===== src/rtl/utlb_pkg.sv =====
// Shared types and constants for the utlb_xlate micro-TLB and its CAM.
package utlb_pkg;

   typedef enum logic [1:0] {
      CHECK = 2'd0,
      QUERY = 2'd1,
      RESP  = 2'd2
   } utlb_state_t;

   // Top two address bits that select the unmapped kseg0/kseg1 window.
   localparam logic [1:0] KSEG01_TAG = 2'b10;

   // Per-entry status; vpn/ppn are held in parallel arrays sized by the instance.
   typedef struct packed {
      logic valid;
      logic miss;
      logic invalid;
      logic dirty;
   } utlb_entry_t;

   function automatic int vpn_width(input int addr_w, input int page_bits);
      return addr_w - page_bits;
   endfunction

endpackage


===== src/rtl/utlb_cam.sv =====
// Fully associative vpn compare across all micro-TLB entries; purely combinational.
module utlb_cam
   import utlb_pkg::*;
#(
   parameter int ENTRIES = 4,
   parameter int VPN_W   = 20
) (
   input  utlb_entry_t [ENTRIES-1:0]            entry_i,
   input  logic        [ENTRIES-1:0][VPN_W-1:0] vpn_i,
   input  logic        [ENTRIES-1:0][VPN_W-1:0] ppn_i,
   input  logic                     [VPN_W-1:0] lookup_vpn_i,
   output logic        [ENTRIES-1:0]            hit_vec_o,
   output utlb_entry_t                          hit_entry_o,
   output logic                     [VPN_W-1:0] hit_ppn_o
);

   // Entries are never duplicated, so an OR-reduction mux is sufficient.
   always_comb begin
      hit_vec_o   = '0;
      hit_entry_o = '0;
      hit_ppn_o   = '0;
      for (int i = 0; i < ENTRIES; i++) begin
         hit_vec_o[i] = entry_i[i].valid && (vpn_i[i] == lookup_vpn_i);
         if (hit_vec_o[i]) begin
            hit_entry_o = hit_entry_o | entry_i[i];
            hit_ppn_o   = hit_ppn_o | ppn_i[i];
         end
      end
   end

endmodule


===== src/rtl/utlb_xlate.sv =====
// Data-side micro-TLB: zero-cycle hit/kseg bypass, 2-cycle main-TLB query on miss.
// Optional UTLB_NEG_CACHE_EN also caches miss/invalid results.
module utlb_xlate
   import utlb_pkg::*;
#(
   parameter int ENTRIES   = 4,
   parameter int ADDR_W    = 32,
   parameter int PAGE_BITS = 12
) (
   input  logic              clk,
   input  logic              resetn,
   input  logic              req_valid_i,
   input  logic              req_wr_i,
   input  logic [ADDR_W-1:0] req_vaddr_i,
   input  logic              rsp_done_i,
   input  logic              flush_i,
   output logic              rsp_ready_o,
   output logic [ADDR_W-1:0] rsp_paddr_o,
   output logic              rsp_refill_o,
   output logic              rsp_tlbl_o,
   output logic              rsp_tlbs_o,
   output logic              rsp_mod_o,
   output logic [ADDR_W-1:0] tlb_vaddr_o,
   input  logic [ADDR_W-1:0] tlb_paddr_i,
   input  logic              tlb_miss_i,
   input  logic              tlb_invalid_i,
   input  logic              tlb_dirty_i
);

   localparam int VPN_W = vpn_width(ADDR_W, PAGE_BITS);
   localparam int RR_W  = (ENTRIES > 1) ? $clog2(ENTRIES) : 1;

   utlb_state_t                          state_q, state_d;
   utlb_entry_t [ENTRIES-1:0]            entry_q;
   logic        [ENTRIES-1:0][VPN_W-1:0] vpn_q, ppn_q;
   logic        [RR_W-1:0]               rr_q, rr_d;
   logic        [ADDR_W-1:0]             tlb_vaddr_q, tlb_vaddr_d;
   logic        [VPN_W-1:0]              resp_ppn_q, resp_ppn_d;
   logic resp_miss_q, resp_miss_d, resp_inv_q, resp_inv_d, resp_dirty_q, resp_dirty_d;
   logic alloc, cacheable;

   logic [ENTRIES-1:0] hit_vec;
   utlb_entry_t        hit_entry;
   logic [VPN_W-1:0]   hit_ppn;
   logic               cam_hit, bypass;
   logic               flag_en, f_miss, f_inv, f_dirty;
   logic [VPN_W-1:0]   lookup_vpn;
   logic               unused_ok;

   assign lookup_vpn = req_vaddr_i[ADDR_W-1:PAGE_BITS];
   assign bypass     = (req_vaddr_i[ADDR_W-1 -: 2] == KSEG01_TAG);
   assign cam_hit    = |hit_vec;
   assign unused_ok  = ^{hit_entry.valid, tlb_paddr_i[PAGE_BITS-1:0]};

   utlb_cam #(
      .ENTRIES (ENTRIES),
      .VPN_W   (VPN_W)
   ) u_cam (
      .entry_i      (entry_q),
      .vpn_i        (vpn_q),
      .ppn_i        (ppn_q),
      .lookup_vpn_i (lookup_vpn),
      .hit_vec_o    (hit_vec),
      .hit_entry_o  (hit_entry),
      .hit_ppn_o    (hit_ppn)
   );

`ifdef UTLB_NEG_CACHE_EN
   assign cacheable = 1'b1;
`else
   assign cacheable = !tlb_miss_i && !tlb_invalid_i;
`endif

   always_comb begin
      state_d      = state_q;
      rr_d         = rr_q;
      tlb_vaddr_d  = tlb_vaddr_q;
      resp_ppn_d   = resp_ppn_q;
      resp_miss_d  = resp_miss_q;
      resp_inv_d   = resp_inv_q;
      resp_dirty_d = resp_dirty_q;
      alloc        = 1'b0;
      rsp_ready_o  = 1'b0;
      rsp_paddr_o  = '0;
      flag_en      = 1'b0;
      f_miss       = 1'b0;
      f_inv        = 1'b0;
      f_dirty      = 1'b0;
      case (state_q)
         CHECK: begin
            if (req_valid_i) begin
               if (bypass) begin
                  rsp_ready_o = 1'b1;
                  rsp_paddr_o = req_vaddr_i;
               end else if (cam_hit) begin
                  rsp_ready_o = 1'b1;
                  rsp_paddr_o = {hit_ppn, req_vaddr_i[PAGE_BITS-1:0]};
                  flag_en     = 1'b1;
                  f_miss      = hit_entry.miss;
                  f_inv       = hit_entry.invalid;
                  f_dirty     = hit_entry.dirty;
               end else begin
                  tlb_vaddr_d = req_vaddr_i;
                  state_d     = QUERY;
               end
            end
         end
         QUERY: begin
            resp_ppn_d   = tlb_paddr_i[ADDR_W-1:PAGE_BITS];
            resp_miss_d  = tlb_miss_i;
            resp_inv_d   = tlb_invalid_i;
            resp_dirty_d = tlb_dirty_i;
            alloc        = !flush_i && cacheable;
            if (alloc) begin
               rr_d = (rr_q == RR_W'(ENTRIES - 1)) ? '0 : rr_q + 1'b1;
            end
            state_d = RESP;
         end
         RESP: begin
            if (req_valid_i) begin
               rsp_ready_o = 1'b1;
               rsp_paddr_o = {resp_ppn_q, tlb_vaddr_q[PAGE_BITS-1:0]};
               flag_en     = 1'b1;
               f_miss      = resp_miss_q;
               f_inv       = resp_inv_q;
               f_dirty     = resp_dirty_q;
            end
            if (rsp_done_i || !req_valid_i) begin
               state_d = CHECK;
            end
         end
         default: state_d = CHECK;
      endcase
   end

   // Write type is applied at match time, never stored in the entry.
   assign rsp_tlbl_o   = flag_en && !req_wr_i && (f_miss || f_inv);
   assign rsp_tlbs_o   = flag_en && req_wr_i && (f_miss || f_inv);
   assign rsp_mod_o    = flag_en && req_wr_i && !f_miss && !f_inv && !f_dirty;
   assign rsp_refill_o = f_miss && (rsp_tlbl_o || rsp_tlbs_o);
   assign tlb_vaddr_o  = tlb_vaddr_q;

   always_ff @(posedge clk) begin
      if (!resetn) begin
         state_q      <= CHECK;
         entry_q      <= '0;
         vpn_q        <= '0;
         ppn_q        <= '0;
         rr_q         <= '0;
         tlb_vaddr_q  <= '0;
         resp_ppn_q   <= '0;
         resp_miss_q  <= 1'b0;
         resp_inv_q   <= 1'b0;
         resp_dirty_q <= 1'b0;
      end else begin
         state_q      <= state_d;
         rr_q         <= rr_d;
         tlb_vaddr_q  <= tlb_vaddr_d;
         resp_ppn_q   <= resp_ppn_d;
         resp_miss_q  <= resp_miss_d;
         resp_inv_q   <= resp_inv_d;
         resp_dirty_q <= resp_dirty_d;
         if (flush_i) begin
            for (int i = 0; i < ENTRIES; i++) begin
               entry_q[i].valid <= 1'b0;
            end
         end else if (alloc) begin
            entry_q[rr_q] <= utlb_entry_t'{valid: 1'b1, miss: tlb_miss_i,
                                           invalid: tlb_invalid_i, dirty: tlb_dirty_i};
            vpn_q[rr_q]   <= tlb_vaddr_q[ADDR_W-1:PAGE_BITS];
            ppn_q[rr_q]   <= tlb_paddr_i[ADDR_W-1:PAGE_BITS];
         end
      end
   end

endmodule


===== config.mk =====
export PLATFORM = sky130hd
export DESIGN_NAME = utlb_xlate
export DESIGN_NICKNAME = d
export VERILOG_FILES = /design/src/rtl/utlb_pkg.sv /design/src/rtl/utlb_cam.sv /design/src/rtl/utlb_xlate.sv
export SDC_FILE = /design/constraint.sdc
export NUM_CORES = 1
export LEC_CHECK = 0
export BUFFER_PORTS_ARGS = -buffer_cell sky130_fd_sc_hd__buf_2
export CORE_MARGIN = 4
export CORE_UTILIZATION = 55
export CTS_CLUSTER_SIZE = 30
export DETAILED_ROUTE_END_ITERATION = 7
export GPL_TIMING_DRIVEN = 0
export PLACE_DENSITY = 0.77
export SYNTH_ARGS = -nofsm -noshare
export SYNTH_HDL_FRONTEND = slang
export SYNTH_SLANG_ARGS = --single-unit

===== constraint.sdc =====
create_clock -name clk -period 5.7 [get_ports clk]
set_input_delay 0.285 -clock clk [delete_from_list [all_inputs] [get_ports clk]]
set_output_delay 0.285 -clock clk [all_outputs]
set_load 0.02 [all_outputs]

==> metrics.md <==
| Metric | Value |
|---|---|
| Hold WS | roughly 31 ps |
| Net Sw Frac | approximately a quarter |
| Cells along the critical path | xnor2_1 -> nand4_1 -> nor4_4 -> a22oi_2 -> a31oi_4 -> nand2_2 -> buf_6 -> o21ai_1 -> buf_2 |
| 1st-pass router iterations | 6 |
| Routed Wire Length | ~34 mm |
| Nets | ~1.5k |
| Synthesized area per cell | slightly below 8 sq um |
| NetSw | approximately 0.86 mW |
| RSZ-0062 raised after global routing | no |
| Hpwl dp | around 24 mm |
| Antenna cells | 0 |
| Vias per cell | just under 6 |
| Headroom to the max-slew limit | 43.0% |
| Synth area leader | dfxtp_1 |
| Cell internal pwr | between 2 and 3 mW |
| RR Startpoint | state_q[1]$_SDFFE_PN0P_ |
| Setup violators final | 0 |
| Num CTS Buffers | 24 |
| Gr ovfl total | 0 |
| Post-route ant nets | 0 |
| Vias in the first global route | 9181 |
| Met3 Track Usage GR | under 10% |
| Crit path largest cell delay | approximately 520 ps |
| Core region area | 18100 sq um |
| Average wire per standard cell | 20.3 um |
| Syn-to-layout area delta | 15.5% |
| Final setup margin | 2060 ps |
| Post-Layout Inst Area | roughly 12000 sq um |
| Pre-CTS WS | between 2000 and 3000 ps |
| Top cells by area, synth | dfxtp_1 (46%), nand2_1 (15%), a21oi_1 (9.4%), xnor2_1 (5.5%), a22o_1 (2.8%) |
| Global route hottest layer | met2 |
| TNS Setup | 0 ps |
| Min-delay src | req_vaddr_i[7] |
| PwrDens | 298 nW/um^2 |
| Yosys warnings | 0 |
| FF/Latch Area | 4700 sq um |
| H-tree depth | 1 |
| Max stage delay cell, worst path | nor4_4 |
| Largest net degree at the start of global routing | 14 |
| Post-synthesis sequential area ratio | between 40% and 50% |
| VDD IR-drop max | approximately 0.21 mV |
| WS Path Type | flip-flop to output pin |
| Async set-or-reset flop fraction in the synthesized netlist | 0% |
| Clk buf depth | 3 |
| CP max FO | 10 |
| Total Routing Usage GR | 32.1% |
| Synth top area share | between 40 and 50% |
| Initial core utilization | between 50% and 60% |
| Crit path DAT | roughly 3400 ps |
| Status | completed |
| Initial DRC count | 1145 |
| Seq cells post-synth | around 240 |
| Post-synthesis cell count | 1294 |
| Clock skew | 9.73 ps |
| Die Area | about 21000 sq um |
| Final Cycle Share | a little under two thirds |
| Max_cap viols | 0 |
| Antenna violations before repair | 0 |
| CP endpoint kind | output pin |
| Layout cells sized above 1 | around 14% |
| Area of the multi-input gates | slightly below 5000 sq um |
| Global routing usage on met1 | between 40% and 50% |
| Commonest non-fill, non-tap cell in the layout | nand2_1 |
| Critical Path Start Type | flip-flop |
| Part of the power in registers | between 40% and 50% |
| Clk pwr share | a little over two fifths |
| CTS tree | yes |
| WP data required | 5410 ps |
| Post-synth EDFFs | 0 |
| GR Util met2 | 48.8% |
| Fillers | 1601 |
| Final Max Slew Viols | 0 |
| Ys flop type | dfxtp_1 |
| Commonest cells after routing, fill and taps aside | nand2_1 (416), dfxtp_1 (235), a21oi_1 (191) |
| DIE HEIGHT | 144 um |
| Synthesized cell area | 10200 sq um |
| Row count | 49 |
| Fmax | between 200 and 300 MHz |
| Worst Setup SP | vpn_q[39]$_SDFFE_PN0P_ |
| Via count | 9942 |
| Number of hold buffers added after CTS | 0 |
| Die W | approximately 140 um |
| CTS resizes | 0 |
| First-pass GRT wire length | roughly 51 mm |
| Residual DRC | 0 |
| Port Buffers | ~110 |
| Post-CTS Repair Setup Buffers | 0 |
| Worst-Skew Late Latency | between 500 and 600 ps |
| Slew @ Worst Pin | about 860 ps |
| GP Congestion | ~0.94 |
| Combinational power share | between 7 and 8% |
| Tightest Hold Check Type | input port to flip-flop |
| Clock root buffer | clkbuf_16 |
| Tmin final | roughly 3600 ps |
| Final hold violation count | 0 |
| Placement Cell Area | about 11000 sq um |
| Synth unique cells | 45 |
| Syn_nets | around 1.4k |
| CTS Sinks | between 200 and 250 |
| Lkg Pwr | around 4.2 nW |
| Clock transition at path regs | around 60 ps |
| Top Ports | 142 |
-- flip-flops by register name (all words and copies together) (netlist names) --
signal / count
resp_ppn_q: 20
ppn_q: 80
resp_dirty_q: 1
resp_miss_q: 1
rr_q: 2
entry_q: 16
tlb_vaddr_o: 32
resp_inv_q: 1
state_q: 2
vpn_q: 80
-- layer usage --
layer / share of wire (%) / wire [um]
met5: 0 / 0
met4: 4.8 / 1620
met3: 10 / 3500
met2: 43 / 14500
met1: 42 / 14400
-- Yosys cell counts, types with 2 or more instances --
library cell / number
dfxtp_1: 235
nor3_1: 2
nor2_1: 10
xnor2_1: 64
nor4_4: 2
o21ai_1: 10
buf_4: 5
a22o_1: 33
nor4_2: 2
o2111ai_1: 3
nand2b_1: 2
buf_2: 42
o21ai_0: 43
clkbuf_1: 59
nor4_1: 5
mux2i_1: 2
xor2_1: 16
a22oi_1: 18
ha_1: 4
buf_1: 3
and2_1: 6
and3_1: 11
buf_6: 2
a211oi_1: 3
inv_1: 7
nand2_1: 416
nand3_1: 43
a21oi_1: 191
nand4_1: 13
nor2b_1: 3
o21a_1: 4
a221oi_1: 19
and2_0: 4
-- cells by family after synthesis --
family,count (synthesis),share of synthesized area [%]
adder cells (fa/ha/maj),4,0.492
AND/OR/NAND/NOR,522,21.5
multiplexers,2,0.197
AO/OA/AOI/OAI,330,19.3
buffers and inverters,121,5.33
XOR/XNOR,80,6.89
flip-flops,235,46.3
-- power by group through the flow --
stage | combinational [mW] | sequential, mW | clock [mW]
floorplan | 0.137 | 1.74 | 0
global placement | 0.259 | 1.73 | 0
detailed placement | 0.261 | 1.73 | 0
CTS | 0.263 | 1.70 | 1.53
global route | 0.286 | 1.70 | 1.60
finish | 0.269 | 1.70 | 1.53
-- layout make-up --
class                           instances  area share (%)
Clock inverter                          4           0.384
Multi-Input combinational cell        938            41.9
Sequential cell                       235            40.1
Timing Repair Buffer                  108            4.60
Clock buffer                           36            6.02
Tap cell                              229            2.44
Buffer                                112            4.33
Inverter                                9           0.288
-- worst max-delay path, delay by kind of cell (launching register included) --
family | cells | cell delay [ps]
simple gates | 3 | 1020
compound gates | 3 | 720
buf+inv | 2 | 440
flops | 1 | 320
xor+xnor | 1 | 310
-- final timing paths --
path / end / slack (ps) / cells after the start
min: tlb_vaddr_o[7]$_SDFFE_PN0P_ / 30 / 3
min reg2reg: entry_q[9]$_SDFFE_PN0P_ / 450 / 2
max reg2reg: ppn_q[59]$_SDFFE_PN0P_ / 3060 / 8
max: rsp_paddr_o[13] / 2060 / 9
-- through the flow --
step	power [mW]	instances	utilization, %
floorplan	1.88	1294	-
global placement	1.99	1631	60.8
detailed placement	2.00	1631	60.8
CTS	3.49	1671	64.9
global route	3.59	1671	64.9
finish	3.50	1671	64.9
Note: power is estimated with default switching activity, not from simulation.
